==> config.mk <==
export PLATFORM = sky130hd
export DESIGN_NAME = seq_mult32
export DESIGN_NICKNAME = d
export VERILOG_FILES = /design/src/rtl/seq_mult32.sv
export SDC_FILE = /design/constraint.sdc
export NUM_CORES = 1
export LEC_CHECK = 0
export BUFFER_PORTS_ARGS = -buffer_cell sky130_fd_sc_hd__buf_2
export CAP_MARGIN = 20
export CORE_ASPECT_RATIO = 0.8
export CORE_MARGIN = 5
export CORE_UTILIZATION = 50
export CTS_BUF_LIST = sky130_fd_sc_hd__clkbuf_4 sky130_fd_sc_hd__clkbuf_8 sky130_fd_sc_hd__clkbuf_16
export CTS_CLUSTER_DIAMETER = 40
export DETAILED_ROUTE_END_ITERATION = 12
export PLACE_DENSITY = 0.81
export SLEW_MARGIN = 10
export SYNTH_ARGS = -nofsm -noshare
export SYNTH_HDL_FRONTEND = slang
export SYNTH_SLANG_ARGS = --single-unit
==> constraint.sdc <==
create_clock -name clk_i -period 3.2 [get_ports clk_i]
set_input_delay 0.32 -clock clk_i [delete_from_list [all_inputs] [get_ports clk_i]]
set_output_delay 0.32 -clock clk_i [all_outputs]
set_load 0.01 [all_outputs]
==> src/rtl/seq_mult32.sv <==
// Sequential unsigned 32x32 shift-add multiplier, low 32 bits of the product.
// One multiplier bit is consumed per clock; latency is fixed at 33 clocks after reset release.
module seq_mult32 (
  input  logic        clk_i,
  input  logic        rst_n_i,
  input  logic [31:0] a_i,
  input  logic [31:0] b_i,
  output logic [31:0] p_o,
  output logic        rdy_o
);

  // state      | meaning
  // IDLE_LOAD  | first edge after release: capture operands, clear accumulator
  // RUN        | 32 shift-add iterations
  // DONE       | result frozen, rdy high until reset
  localparam logic [1:0] S_IDLE_LOAD = 2'd0;
  localparam logic [1:0] S_RUN       = 2'd1;
  localparam logic [1:0] S_DONE      = 2'd2;

  logic [1:0]  state_q,  state_d;
  logic [31:0] mcand_q,  mcand_d;
  logic [31:0] mplier_q, mplier_d;
  logic [31:0] acc_q,    acc_d;
  logic [5:0]  cnt_q,    cnt_d;
  logic        rdy_q,    rdy_d;

  always_comb begin
    state_d  = state_q;
    mcand_d  = mcand_q;
    mplier_d = mplier_q;
    acc_d    = acc_q;
    cnt_d    = cnt_q;
    rdy_d    = rdy_q;
    case (state_q)
      S_IDLE_LOAD: begin
        mcand_d  = a_i;
        mplier_d = b_i;
        acc_d    = 32'd0;
        cnt_d    = 6'd0;
        rdy_d    = 1'b0;
        state_d  = S_RUN;
      end
      S_RUN: begin
        if (mplier_q[0]) begin
          acc_d = acc_q + mcand_q;
        end
        mcand_d  = {mcand_q[30:0], 1'b0};
        mplier_d = {1'b0, mplier_q[31:1]};
        cnt_d    = cnt_q + 6'd1;
        // cnt_q == 31 means this is the 32nd RUN edge
        if (cnt_q == 6'd31) begin
          state_d = S_DONE;
          rdy_d   = 1'b1;
        end
      end
      S_DONE: begin
        rdy_d = 1'b1;
      end
      default: begin
        state_d = S_IDLE_LOAD;
        rdy_d   = 1'b0;
      end
    endcase
  end

  always_ff @(posedge clk_i or negedge rst_n_i) begin
    if (!rst_n_i) begin
      state_q  <= S_IDLE_LOAD;
      mcand_q  <= 32'd0;
      mplier_q <= 32'd0;
      acc_q    <= 32'd0;
      cnt_q    <= 6'd0;
      rdy_q    <= 1'b0;
    end else begin
      state_q  <= state_d;
      mcand_q  <= mcand_d;
      mplier_q <= mplier_d;
      acc_q    <= acc_d;
      cnt_q    <= cnt_d;
      rdy_q    <= rdy_d;
    end
  end

  assign p_o   = acc_q;
  assign rdy_o = rdy_q;

endmodule

==> run metrics <==
clock-pin transition on the worst setup and hold timing paths=0.08 ns; skew final=roughly 0.012 ns; Startpoint Class=flip-flop; gpl congestion=0.907; initial antenna violation count=0; first-pass GRT wire length=24100 um; Max Root-Sink Buffers=2; Async SR Flop Fraction=100%; Synth Net Count=roughly 750; Final TNS setup=0 ns; most common cell after layout, fill and taps aside=nand2_1; post-CTS setup buffer count=0; Setup Viol. Count Final=0; dpl hpwl=10100 um; DIE AREA=14700 um^2; worst skew pair latency=0.35 ns; most frequent cells in the layout=110 x nand2_1, 105 x dfrtp_1, 97 x buf_2, 95 x o21ai_0, 65 x mux2i_1; Area Overhead vs Synth=14.7%; crit path capture type=flip-flop; Die W=134 um; worst hold slack=about 0.035 ns; H-Tree Depth=3; flop and latch count out of synthesis=105; Final ANT Viol Nets=0; Post-Layout Cell Count=883; Antenna Cells=0; placed cells=868; Max Cap Viol=0; Unique masters post-synth=58; sequential area share after synthesis=42.4%; DRC Markers=0; largest net degree at the start of global routing=106; die height=~110 um; row cnt=36; leakage=around 3.2 nW; Clock Sinks=105; critical path type=flip-flop to flip-flop; via/cell ratio=~5.6; core area=12200 um^2; TritonCTS clock tree=built; wire per inst=16.0 um; Peak VDD IR=0.300 mV; worst-path fanout max=5; cell area after synthesis=between 6000 and 7000 um^2; Max Freq=348 MHz; grt total ovfl=0; layout cells sized above 1=20.2%; status=complete, no violations; IO buf count=98; DR vias=4956; overall power=0.00325 W; unrepaired setup endpoints after global routing=no; TritonCTS Buffers=9; gr usage total=20.1%; ratio of final minimum period to clock period=89.8%; FF-to-FF path depth=12; Root Buffer=clkbuf_16; Final nets=829; final hold violation count=0; Initial Util=between 50% and 60%; num ports=99; clock period minus worst slack=2.87 ns; Synth Instances=647; Main synth FF type=dfrtp_1; DRT Pass-1 Iters=4; final wirelength=14200 um; worst path required time=3.42 ns; Arrival @ worst endpoint=3.10 ns; vias in the first global route=4991; Synth warnings=0; Hold/Removal Path Class=input port to asynchronous set/reset pin; Max Slew Vio Count=0; synthesized area per cell=between 9 and 10 um^2; PwrDens=roughly 460 nW/um^2; slew of the pin with the lowest slew margin=0.776 ns; post-CTS sizing=0; hold buffers post-CTS=0; DR iter-0 viols=243; Slew HR=48.3%; Post-synth EDFFs=0
[layout make-up]
class                           instances  area (um^2)
Inverter                               15         56.3
Fill cell                            1071         5050
Clock buffer                            9          225
Tap cell                              152          190
Timing Repair Buffer                  103          543
Multi-Input combinational cell        493         3400
Sequential cell                       105         2630
Clock inverter                          6         66.3
[sequential cells by signal (all words and copies together) (netlist names)]
name and count:
mcand_q 32, mplier_q 32, p_o 32, cnt_q 6, state_q 2, rdy_o 1
[path summary, 6_finish.rpt]
check                        startpoint     endpoint  slack [ns]
min                             rst_n_i  mcand_q[17]        0.04
max                          mcand_q[0]      p_o[26]        0.33
max reg2reg                  mcand_q[0]      p_o[26]        0.33
max in group asynchronous       rst_n_i   mcand_q[4]        2.76
min reg2reg                mplier_q[10]  mplier_q[9]        0.48
min in group clk_i               a_i[0]   mcand_q[0]        0.22
[through the flow]
step                      setup slack (ns)  util [%]  instance area (um^2)
after floorplan                      0.605         -                  6200
after global placement               0.498      56.1                  6820
after detailed placement             0.379      56.1                  6820
after CTS                            0.338      58.5                  7110
after global routing                0.0934      58.5                  7110
final                                0.326      58.5                  7110
[synth_stat cells (4+ instances only)]
library cell    n  area, um^2
nand2_1       110         413
dfrtp_1       105        2630
o21ai_0        95         475
mux2i_1        65         651
ha_1           35         438
clkbuf_1       27         101
a21oi_1        25         125
nor2_1         21        78.8
inv_1          15        56.3
xnor2_1        15         131
xor2_1         15         131
a21o_1         11        82.6
nand3_1        11        55.1
o21ai_1         7        35.0
nand2b_1        6        37.5
nor3_1          5        25.0
a21oi_2         4        35.0
a22o_1          4        35.0
and3_1          4        25.0
buf_1           4        15.0
mux2_2          4        45.0
nand4_1         4        25.0
o21bai_1        4        30.0
[routing by layer]
layer  GRT usage [%]  vias to the layer above  share of wire, %
li1                -                     2456                 -
met2            32.6                      101                47
met1            26.9                     2386                46
met4            5.81                        0               1.3
met5               0                        -                 0
met3            4.99                       13               5.1
[worst max-delay path, stage by stage, from the launching register on]
cell	delay (ns)
dfrtp_1	0.38
ha_1	0.17
inv_1	0.06
fa_1	0.40
and2b_1	0.25
o2111ai_2	0.20
a211oi_2	0.29
a21oi_1	0.15
a22o_2	0.29
o31ai_2	0.23
a21oi_1	0.10
xor2_1	0.14
o21ai_1	0.07
[where the power goes]
| group | internal [W] | switching (W) | total [W] |
|---|---|---|---|
| sequential | 0.00142 | 0.0000919 | 0.00151 |
| clock | 0.000607 | 0.000506 | 0.00111 |
| combinational | 0.000258 | 0.000362 | 0.000621 |
[kinds of logic (layout without fill, tap and decap cells)]
| group | after synthesis | in the layout | synth area share, % |
|---|---|---|---|
| mux | 69 | 69 | 11.2 |
| flops | 105 | 105 | 42.4 |
| fa+ha+maj | 36 | 36 | 7.39 |
| xor+xnor | 30 | 30 | 4.24 |
| simple gates | 172 | 172 | 12.0 |
| buf+inv | 49 | 133 | 3.13 |
| compound gates | 186 | 186 | 19.7 |
(Power assumes the default switching activity.)
